File: config.mk
export PLATFORM = sky130hd
export DESIGN_NAME = stream_arbiter
export DESIGN_NICKNAME = d
export VERILOG_FILES = /design/src/rtl/stream_arbiter_pkg.sv /design/src/rtl/stream_arbiter_rr_picker.sv /design/src/rtl/stream_arbiter.sv
export SDC_FILE = /design/constraint.sdc
export NUM_CORES = 1
export LEC_CHECK = 0
export CAP_MARGIN = 20
export CORE_UTILIZATION = 43
export DETAILED_ROUTE_END_ITERATION = 7
export PLACE_DENSITY = 0.75
export SYNTH_ARGS = -nofsm -noshare
export SYNTH_HDL_FRONTEND = slang
export SYNTH_SLANG_ARGS = --single-unit
File: constraint.sdc
create_clock -name iCLK -period 3.5 [get_ports iCLK]
set_clock_uncertainty 0.15 [all_clocks]
set_input_delay 0.7 -clock iCLK [delete_from_list [all_inputs] [get_ports iCLK]]
set_output_delay 0.7 -clock iCLK [all_outputs]
set_load 0.01 [all_outputs]
File: src/rtl/stream_arbiter_pkg.sv
// stream_arbiter_pkg: shared FSM state encodings and the clog2 helper used to validate SELW.
//   ST_IDLE  round-robin scan from ptr
//   ST_LOCK  current owner keeps the grant until HOLD beats or it drops valid
package stream_arbiter_pkg;

    typedef enum logic {
        ST_IDLE = 1'b0,
        ST_LOCK = 1'b1
    } state_t;

    localparam int CNT_W = 5;

    function automatic int clog2(input int n);
        int r;
        r = 0;
        while ((1 << r) < n) r++;
        return r;
    endfunction

endpackage

File: src/rtl/stream_arbiter_rr_picker.sv
// stream_arbiter_rr_picker: combinational rotated priority encoder picking the first request at or after ptr.
//   req  in   N     request vector
//   ptr  in   SELW  index with highest priority
//   gnt  out  N     one-hot grant (zero when nothing is requested)
//   idx  out  SELW  index of the granted request
//   any  out  1     at least one request is present
module stream_arbiter_rr_picker #(
    parameter int N    = 4,
    parameter int SELW = 2
) (
    input  logic [N-1:0]    req,
    input  logic [SELW-1:0] ptr,
    output logic [N-1:0]    gnt,
    output logic [SELW-1:0] idx,
    output logic            any
);

    localparam logic [SELW:0] N_W = (SELW + 1)'(N);

    logic [2*N-1:0]  dbl;
    logic [N-1:0]    rot;
    logic [SELW-1:0] first;
    logic [SELW:0]   sum;

    always_comb begin
        // Shifting the doubled vector right by ptr puts req[ptr] at bit 0,
        // so a plain lowest-bit-first encode gives round-robin order.
        dbl   = {req, req} >> ptr;
        rot   = dbl[N-1:0];
        first = '0;
        for (int j = N - 1; j >= 0; j--)
            if (rot[j]) first = SELW'(j);
        sum = {1'b0, ptr} + {1'b0, first};
        idx = (sum >= N_W) ? SELW'(sum - N_W) : SELW'(sum);
        any = |req;
        gnt = any ? (N'(1) << idx) : '0;
    end

endmodule

File: src/rtl/stream_arbiter.sv
// stream_arbiter: N-way round-robin arbiter with optional HOLD-beat grant lock and a registered, source-tagged output.
//   iCLK, iRST   clock (rising) and asynchronous active-low reset
//   iValid_AM    per-requester valid
//   oReady_AM    per-requester ready, at most one bit set
//   iData_AM     requester i at bits [i*WIDTH +: WIDTH]
//   oValid_BM    registered output valid
//   iReady_BM    output ready
//   oSelect_BM   registered source index of the current output beat
//   oData_BM     registered output data
module stream_arbiter
    import stream_arbiter_pkg::*;
#(
    parameter int    WIDTH = 8,
    parameter int    N     = 4,
    parameter int    SELW  = 2,
    parameter int    HOLD  = 1,
    parameter string FIXED = "no"
) (
    input  logic                 iCLK,
    input  logic                 iRST,
    input  logic [N-1:0]         iValid_AM,
    output logic [N-1:0]         oReady_AM,
    input  logic [N*WIDTH-1:0]   iData_AM,
    output logic                 oValid_BM,
    input  logic                 iReady_BM,
    output logic [SELW-1:0]      oSelect_BM,
    output logic [WIDTH-1:0]     oData_BM
);

    localparam bit IS_FIXED = (FIXED == "yes");

    if (SELW != clog2(N)) begin : g_bad_selw
        $error("stream_arbiter: SELW must equal clog2(N)");
    end

    state_t           state_q, state_d;
    logic [SELW-1:0]  ptr_q, ptr_d;
    logic [SELW-1:0]  owner_q, owner_d;
    logic [CNT_W-1:0] cnt_q, cnt_d;
    logic             valid_q, valid_d;
    logic [SELW-1:0]  sel_q, sel_d;
    logic [WIDTH-1:0] data_q, data_d;

    logic [N-1:0]     pick_gnt;
    logic [SELW-1:0]  pick_idx;
    logic             pick_any;
    logic             en, locked, gx, acc;
    logic [SELW-1:0]  g;

    function automatic logic [SELW-1:0] nxt(input logic [SELW-1:0] x);
        return (x == SELW'(N - 1)) ? '0 : x + SELW'(1);
    endfunction

    stream_arbiter_rr_picker #(.N(N), .SELW(SELW)) u_picker (
        .req (iValid_AM),
        .ptr (ptr_q),
        .gnt (pick_gnt),
        .idx (pick_idx),
        .any (pick_any)
    );

    always_comb begin
        en        = !valid_q || iReady_BM;
        locked    = (state_q == ST_LOCK);
        g         = locked ? owner_q : pick_idx;
        gx        = locked ? iValid_AM[owner_q] : pick_any;
        acc       = gx && en;
        oReady_AM = acc ? (locked ? (N'(1) << owner_q) : pick_gnt) : '0;
        valid_d   = acc ? 1'b1 : (iReady_BM ? 1'b0 : valid_q);
        sel_d     = acc ? g : sel_q;
        data_d    = acc ? iData_AM[g*WIDTH +: WIDTH] : data_q;
        state_d   = state_q;
        ptr_d     = ptr_q;
        owner_d   = owner_q;
        cnt_d     = cnt_q;
        if (!locked) begin
            if (acc) begin
                if (HOLD == 1) begin
                    ptr_d = nxt(g);
                end else begin
                    state_d = ST_LOCK;
                    owner_d = g;
                    cnt_d   = CNT_W'(1);
                end
            end
        end else if (!iValid_AM[owner_q]) begin
            // Owner went away: release without granting anyone this cycle.
            state_d = ST_IDLE;
            ptr_d   = nxt(owner_q);
        end else if (acc) begin
            cnt_d = cnt_q + CNT_W'(1);
            if (cnt_d == CNT_W'(HOLD)) begin
                state_d = ST_IDLE;
                ptr_d   = nxt(owner_q);
            end
        end
        if (IS_FIXED) ptr_d = '0;
    end

    always_ff @(posedge iCLK or negedge iRST) begin
        if (!iRST) begin
            state_q <= ST_IDLE;
            ptr_q   <= '0;
            owner_q <= '0;
            cnt_q   <= '0;
            valid_q <= 1'b0;
            sel_q   <= '0;
            data_q  <= '0;
        end else begin
            state_q <= state_d;
            ptr_q   <= ptr_d;
            owner_q <= owner_d;
            cnt_q   <= cnt_d;
            valid_q <= valid_d;
            sel_q   <= sel_d;
            data_q  <= data_d;
        end
    end

    assign oValid_BM  = valid_q;
    assign oSelect_BM = sel_q;
    assign oData_BM   = data_q;

endmodule
==> flow_summary.toml, run 1 <==
[outcome]
status = "completed"

[layout]
drive_above_1_share_pct = 24.4
layout.nets = 261
fill_cells = 255
final_common_cell = "clkdlybuf4s50_1"
syn_to_final_growth_pct = 53.6
final_cell_mix = "45 x clkdlybuf4s50_1, 23 x buf_4, 19 x nand2_1, 19 x dfrtp_1, 14 x mux2i_1"
n_antenna_cell = 0

[drt]
num_vias = 1353
wirelength_mm = 3.62
firstDrtPassIters = 4
dr.first_iter.drc_count = 65
drc = 0
wl_per_cell_microns = 13.9
postRouteAntennaNets = 0
viasPerCell = 5.18

[setup_path]
setup.worst_path.start_class = "input pin"
path_class = "input pin to output port"
cp_common_cell = "buf_4"
critPathRequiredTime_ns = 2.65
cp_slowest_cell = "o311a_1"
crit_path_end_kind = "output port"
slowest_delay_ns = 0.36
crit_path_cell_trace = "clkdlybuf4s15_1 > buf_4 > o311a_1 > o31ai_4 > xnor2_2 > buf_4 > or2_1 > nor3_2 > buf_2"
crit_family = "buffers and inverters"
cp_max_fo = 4
cp_num_buf_inv = 4
cp.arrival_ns = 2.54

[pwr]
p_leak_uw = 0.000938
p_total_uw = 1640
ir_drop_mv = 0.585
p_per_area_nw_per_um2 = 776

[grt]
track_usage_pct = 22.7
grt_pass1_wl_mm = 6.02
grt_antenna_before_repair = 0
grt-ovfl-total = 0
grt_max_degree = 20
grt_pass1_vias = 1351

[sta]
tightestPinTransition_ns = 0.851
period_share_pct = 96.9
whs_ns = 0.354
slew_headroom_pct = 43.1
finalMaxSlewViolations = 0
final_hold_viol_count = 0
fmax_ghz = 0.295
rsz0062_at_grt = "no"
setup_viol = 0
finalCriticalPeriod_ns = 3.39

[floorplan]
start_util_pct = 45.0
die_area_sq_um = 3430
io_pins = 54
die_w_microns = 58.5
coreArea_sq_um = 3050
rows = 20
die_h_microns = 58.5

[clock_network]
path_clk_slew_ns = 0.12
cts_hold_buf = 0
htree_num_levels = 1
numCtsBuffers = 3
clockBufferDepth = 2
cts_tree = "built"
clock_sinks = 19
clk_latency_ns = 0.29
root_buffer = "clkbuf_4"

[min_path]
min_path_type = "flip-flop to flip-flop"

[synthesis]
synth_top_cell_by_area = "dfrtp_1"
yosys_warnings = 0
synth_top_area_share_pct = 34.6
synthTopCellsByArea = "dfrtp_1 35%, mux2i_1 10%, o221ai_2 6.6%"
syn_avg_cell_area_sq_um = 9.61
ys_ff_latch = 19
netlist_area_sq_um = 1370
ys_types = 41
yosysSeqAreaShare_pct = 34.6
syn_inst = 143
synth_nets = 186

[job]
cap_violations = 0

[placement]
gp_congestion = 0.827
io_buffers = 53
dp_hpwl_mm = 2.87
synth_stat cells, drive strengths merged:
cell type	count
a211oi	1
xnor2	4
nor3	5
o22a	2
o311a	1
a211o	1
nand2	20
o221ai	6
mux2i	14
xor2	2
nand2b	1
o31ai	1
nor2	13
o32ai	1
a21o	1
and2b	1
o21ai	8
clkbuf	1
inv	5
or2	1
and3b	1
dlygate4sd1	2
nand3	1
nand3b	2
nor4	1
o211ai	1
a21oi	4
buf	4
nor2b	4
nor3b	2
and2	3
o31a	1
ha	4
dfrtp	19
a2bb2oi	1
nand4	1
a2111oi	3
worst min-delay path, delay by kind of cell, from the launching register on:
kind,cells,cell delay (ns)
flip-flops,1,0.36
AND/OR/NAND/NOR,1,0.06
AO/OA/AOI/OAI,1,0.05
timing repair:
item                                    4_1_cts  5_1_grt
pin swaps                                     6        1
endpoints found under the hold margin         0        0
endpoints found under the setup margin        4        4
resized for setup                            22        7
setup buffers                                 1        2
gates cloned                                  0        0
state kept, by name, summed over array words and instances, names as in the netlist:
name        cells
oData_BM        8
oSelect_BM      2
cnt_q           5
oValid_BM       1
locked          1
ptr_q           2
cell type report:
cell class	instances	area [sq um]	share of cell area [%]
Multi-Input combinational cell	112	840	39.8
Clock buffer	3	22.5	1.07
Timing Repair Buffer	77	692	32.8
Inverter	5	18.8	0.889
Sequential cell	19	475	22.5
Clock inverter	1	7.51	0.356
Tap cell	44	55.1	2.61
metal layers:
layer / GRT usage, % / up-vias / part of all wire [%]
met3: 3.30 / 6 / 2.6
met1: 28.5 / 651 / 44
met5: 0 / - / 0
li1: - / 665 / -
met4: 6.80 / 0 / 1.3
met2: 40.4 / 31 / 52
worst paths after layout:
path	start	end	slack [ns]	cells after the start
hold / removal	oData_BM[4]	oData_BM[4]	0.35	2
setup reg to reg	ptr_q[1]	oData_BM[0]	0.97	10
min in group asynchronous	iRST	oData_BM[1]	0.73	1
setup / recovery	iValid_AM[1]	oReady_AM[2]	0.11	9
hold reg to reg	oData_BM[4]	oData_BM[4]	0.35	2
max in group asynchronous	iRST	oData_BM[6]	1.95	1
power breakdown:
part           leakage (uW)  internal, uW  switching [uW]
combinational      0.000697           640             536
clock             0.0000139          43.4            72.8
sequential         0.000227           293            52.7
total              0.000938           976             662
kinds of logic (layout without fill, tap and decap cells):
logic type	after synthesis	after routing	synth area share, %
DFF	19	19	34.6
and+or+nand+nor	56	56	19.9
AOI/OAI and AO/OA	32	32	20.4
buffers and inverters	12	86	6.92
adders and majority gates	4	4	3.64
xor gates and xnor gates	6	6	4.37
muxes	14	14	10.2
per-stage QoR:
step | area [sq um] | std cells | setup slack [ns] | setup TNS [ns] | utilization, %
detailed placement | 2050 | 254 | -0.599 | -2.23 | 67.0
global route | 2110 | 261 | 0.00487 | 0 | 69.1
floorplan | 1380 | 143 | 0.0450 | 0 | -
global placement | 2050 | 254 | -0.539 | -2.04 | 67.0
CTS | 2090 | 259 | 0.00604 | 0 | 68.6
finish | 2110 | 261 | 0.108 | 0 | 69.1
(Power assumes the default switching activity.)
==> run 2: changes to the inputs <==
Settings changed: RECOVER_POWER set to 50.
==> run 2 against run 1 <==
Worst setup slack got worse by 0.0019 ns. Core utilization did not move. Global-route usage did not move. Cell count did not move. Hold slack did not move. Sequential share of layout area did not move. Maximum frequency barely moved. Die area did not move. Critical path depth did not move. Final area did not move. Critical path type unchanged. Critical endpoint unchanged. Largest power group unchanged.
==> flow_summary.toml, run 2 (synthesis gave the netlist of run 1 again) <==
[pwr]
p_leak_uw = 0.000938
p_per_area_nw_per_um2 = 776
pwr-share-seq_pct = 21.1
switching_share_pct = 40.4
ir_drop_mv = 0.585
share_comb_of_total_power_pct = 71.8
p_clk_share_pct = 7.1
p_int_uw = 976
p_switching_uw = 661

[clock_network]
cts_hold_buf = 0
numCtsBuffers = 3
cts_tree = "built"
path_clk_slew_ns = 0.12
clk_latency_ns = 0.29
clockBufferDepth = 2
htree_num_levels = 1
root_buffer = "clkbuf_4"
clock_sinks = 19

[sta]
rsz0062_at_grt = "no"
finalMaxSlewViolations = 0
period_share_pct = 97.0
whs_ns = 0.354
final_hold_viol_count = 0
setup_viol = 0
slew_headroom_pct = 42.5
tightestPinTransition_ns = 0.860
fmax_ghz = 0.295
finalCriticalPeriod_ns = 3.39

[setup_path]
slowest_delay_ns = 0.36
critPathRequiredTime_ns = 2.65
crit_family = "buffers and inverters"
cp_num_buf_inv = 4
path_class = "input pin to output port"
cp_common_cell = "buf_4"
cp_max_fo = 4
cp_num_cells = 9
r2r_cells = 10
cp.arrival_ns = 2.54
cp_slowest_cell = "o311a_1"
crit_path_end_kind = "output port"
setup.worst_path.start_class = "input pin"
crit_path_cell_trace = "clkdlybuf4s15_1 > buf_4 > o311a_1 > o31ai_4 > xnor2_2 > buf_4 > or2_1 > nor3_2 > buf_2"

[grt]
grt-ovfl-total = 0
grt_antenna_before_repair = 0
grt_max_degree = 20
grt_pass1_vias = 1351
grt_pass1_wl_mm = 6.02
track_usage_pct = 22.7

[job]
cap_violations = 0

[layout]
fin_area_sq_um = 2110
final_cell_mix = "43 x clkdlybuf4s50_1, 23 x buf_4, 19 x nand2_1, 19 x dfrtp_1, 14 x mux2i_1"
syn_to_final_growth_pct = 53.6
largest_reg_flops = 8
n_antenna_cell = 0
final_common_cell = "clkdlybuf4s50_1"
layout.nets = 261
drive_above_1_share_pct = 24.4

[drt]
viasPerCell = 5.18
num_vias = 1352
drc = 0
firstDrtPassIters = 4
postRouteAntennaNets = 0
dr.first_iter.drc_count = 67
wirelength_mm = 3.62
wl_per_cell_microns = 13.9

[placement]
dp_hpwl_mm = 2.87
io_buffers = 53
gp_congestion = 0.827
placed_area_sq_um = 2050

[floorplan]
coreArea_sq_um = 3050
io_pins = 54
die_w_microns = 58.5
die_area_sq_um = 3430
die_h_microns = 58.5
start_util_pct = 45.0
rows = 20

[min_path]
min_path_type = "flip-flop to flip-flop"
holdPathStages = 2

[outcome]
status = "completed"
-- run 2: worst paths after layout --
check | start | endpoint | slack [ns]
setup / recovery | iValid_AM[1] | oReady_AM[2] | 0.11
hold / removal | oData_BM[4] | oData_BM[4] | 0.35
setup reg to reg | ptr_q[1] | oData_BM[0] | 0.97
hold reg to reg | oData_BM[4] | oData_BM[4] | 0.35
max in group asynchronous | iRST | oData_BM[6] | 1.88
min in group asynchronous | iRST | oData_BM[1] | 0.80
-- run 2: power groups by stage --
| stage | Sequential (uW) | Clock [uW] | Combinational, uW |
|---|---|---|---|
| 2_1_floorplan | 367 | 0 | 645 |
| 3_3_place_gp | 344 | 0 | 1120 |
| 3_5_place_dp | 348 | 0 | 1150 |
| 4_1_cts | 344 | 119 | 1170 |
| 5_1_grt | 354 | 128 | 1270 |
| 6_report | 345 | 116 | 1180 |
-- run 2: what timing repair did --
action,4_1_cts,5_1_grt
endpoints found under the hold margin,0,0
setup buffers,1,2
gates resized for setup,22,7
pin swaps,6,1
endpoints found under the setup margin,4,4
-- run 2: cell type report --
class                   count  area, sq um
well taps                  44         55.1
clock buffers               3         22.5
flip-flops and latches     19          475
clock inverters             1         7.51
inverters                   5         18.8
repair buffers             77          692
fillers                   255          942
multi-input cells         112          840
-- run 2: layer usage --
metal | routed length [microns] | global-route usage [%]
met2 | 1900 | 40.4
met1 | 1580 | 28.5
met5 | 0 | 0
met4 | 46 | 6.80
met3 | 95 | 3.30
-- run 2: worst min-delay path: cells and delay by family (launching register included) --
family	cells	cell delay, ns
flip-flops	1	0.36
AND/OR/NAND/NOR	1	0.06
AO/OA/AOI/OAI	1	0.05
-- run 2: stage by stage --
step / setup TNS, ns / util [%] / total power, uW / instances / setup slack, ns
final: 0 / 69.1 / 1640 / 261 / 0.106
after global routing: 0 / 69.1 / 1760 / 261 / 0.00487
after CTS: 0 / 68.6 / 1630 / 259 / 0.00604
after detailed placement: -2.23 / 67.0 / 1500 / 254 / -0.599
after global placement: -2.04 / 67.0 / 1460 / 254 / -0.539
after floorplan: 0 / - / 1010 / 143 / 0.0450
==> run 3: changes to the inputs <==
Settings changed: CORE_UTILIZATION 43 to 40, PLACE_DENSITY 0.75 to 0.7.
==> run 3 against run 2 <==
Clock-buffer cell count grew 1. Worst setup slack better by 0.015 ns. Clock power down 5%. Register-to-register slack barely moved. Power down 0.85%. Largest cell class unchanged. Largest power group unchanged.
==> flow_summary.toml, run 3 (synthesis gave the netlist of run 1 again) <==
[outcome]
status = "completed"

[min_path]
min_path_type = "flip-flop to flip-flop"
holdPathStages = 2

[setup_path]
path_class = "input pin to output port"
r2r_end = "oData_BM[2]"
cp_slowest_cell = "o31a_1"
setup.worst_path.start_class = "input pin"
cp-endpoint = "oReady_AM[2]"
reg2reg_from = "ptr_q[1]"
slowest_delay_ns = 0.27
r2r_cells = 10
crit_path_cell_trace = "clkdlybuf4s15_1 > inv_2 > o21ai_1 > a21oi_1 > o31a_1 > ha_2 > xor2_2 > xnor2_2 > or2_1 > nor3_2 > buf_2"
critPathRequiredTime_ns = 2.65
cp_max_fo = 3
crit_path_end_kind = "output port"
r2r_slack_ns = 0.96
cp.arrival_ns = 2.53
crit_start = "iValid_AM[0]"

[clock_network]
numCtsBuffers = 3
clock_sinks = 19
htree_num_levels = 1
path_clk_slew_ns = 0.11
root_buffer = "clkbuf_4"
cts_tree = "built"
cts_hold_buf = 0
clk_latency_ns = 0.28
clockBufferDepth = 2

[grt]
grt_pass1_wl_mm = 5.80
grt-ovfl-total = 0
grt_max_degree = 20
grt_antenna_before_repair = 0
grt_pass1_vias = 1369
track_usage_pct = 21.0

[sta]
period_share_pct = 96.5
fmax_ghz = 0.296
final_hold_viol_count = 0
slew_headroom_pct = 43.5
worst_slack_ns = 0.121
setup_viol = 0
finalCriticalPeriod_ns = 3.38
finalMaxSlewViolations = 0
fin_setup_tns_ns = 0
tightestPinTransition_ns = 0.845
rsz0062_at_grt = "no"

[pwr]
p_leak_uw = 0.000924
ir_drop_mv = 0.432
p_clk_share_pct = 6.8
switching_share_pct = 39.9
p_per_area_nw_per_um2 = 771
pwr-share-seq_pct = 21.2
share_comb_of_total_power_pct = 72.0
p_switching_uw = 647
p_int_uw = 976

[layout]
fill_cells = 274
final_cell_mix = "43 x clkdlybuf4s50_1, 21 x buf_4, 20 x nand2_1"
drive_above_1_share_pct = 23.6
multi_input_area_sq_um = 841
largest_reg_flops = 8
layout.nets = 260
fin_area_sq_um = 2110
final_common_cell = "clkdlybuf4s50_1"
fin_util_pct = 66.8
n_antenna_cell = 0
syn_to_final_growth_pct = 53.3
seqCellArea_sq_um = 475

[floorplan]
start_util_pct = 43.6
coreArea_sq_um = 3150
rows = 20
io_pins = 54
die_w_microns = 60.6
die_area_sq_um = 3670
die_h_microns = 60.6

[drt]
dr.first_iter.drc_count = 41
drc = 0
firstDrtPassIters = 4
num_vias = 1357
viasPerCell = 5.22
wl_per_cell_microns = 13.7
postRouteAntennaNets = 0
wirelength_mm = 3.56

[placement]
gp_congestion = 0.854
placed_area_sq_um = 2050
io_buffers = 53
dp_hpwl_mm = 2.92
preCtsSetupSlack_ns = -0.698

[job]
cap_violations = 0
[run 3: cell count changes in the layout (fill, tap and decap cells not counted), sizes merged]
cell / delta
buf: -2
clkdlybuf4s15: +2
clkbuf: +1
clkinvlp: -1
dlygate4sd2: -1
[run 3: how the worst min path moves through the flow]
stage	start	endpoint	slack (ns)
2_1_floorplan	iRST	cnt_q[0]	0.25
3_3_place_gp	oSelect_BM[1]	oSelect_BM[1]	0.32
3_5_place_dp	oSelect_BM[0]	oSelect_BM[0]	0.32
4_1_cts	oSelect_BM[0]	oSelect_BM[0]	0.35
5_1_grt	oData_BM[2]	oData_BM[2]	0.37
6_report	oData_BM[2]	oData_BM[2]	0.35
[run 3: metrics by stage]
stage / hold WS [ns] / power (uW) / instances
4_1_cts: 0.354 / 1630 / 260
5_1_grt: 0.368 / 1740 / 260
2_1_floorplan: 0.254 / 1010 / 143
3_3_place_gp: 0.316 / 1470 / 255
3_5_place_dp: 0.316 / 1500 / 255
6_report: 0.349 / 1620 / 260
[run 3: final cells by class]
class,count,share of cell area (%)
Clock buffer,4,1.25
Timing Repair Buffer,76,32.7
Tap cell,44,2.61
Multi-Input combinational cell,112,39.9
Inverter,5,0.891
Sequential cell,19,22.6
[run 3: per-layer routing]
| metal | vias to the layer above | global-route usage [%] | share of wire (%) |
|---|---|---|---|
| li1 | 667 | - | - |
| met1 | 659 | 25.5 | 41 |
| met2 | 27 | 37.8 | 54 |
| met3 | 4 | 3.41 | 3.6 |
| met4 | 0 | 6.82 | 0.96 |
| met5 | - | 0 | 0 |
[run 3: power groups by stage]
stage	clock network, uW	registers (uW)	logic [uW]
after floorplan	0	367	645
after global placement	0	344	1120
after detailed placement	0	349	1150
after CTS	114	345	1170
after global routing	127	356	1260
final	110	344	1170
[run 3: timing repair]
action | in CTS | in global routing
setup buffers | 1 | 0
pin swaps | 6 | 1
endpoints found under the hold margin | 0 | 0
gates resized for setup | 25 | 6
setup endpoints to repair | 4 | 3
[run 3: worst max-delay path, delay by kind of cell]
| family | cells | cell delay (ns) |
|---|---|---|
| buffers and inverters | 3 | 0.42 |
| adder cells (fa/ha/maj) | 1 | 0.20 |
| AO/OA/AOI/OAI | 3 | 0.46 |
| AND/OR/NAND/NOR | 2 | 0.42 |
| XOR/XNOR | 2 | 0.33 |
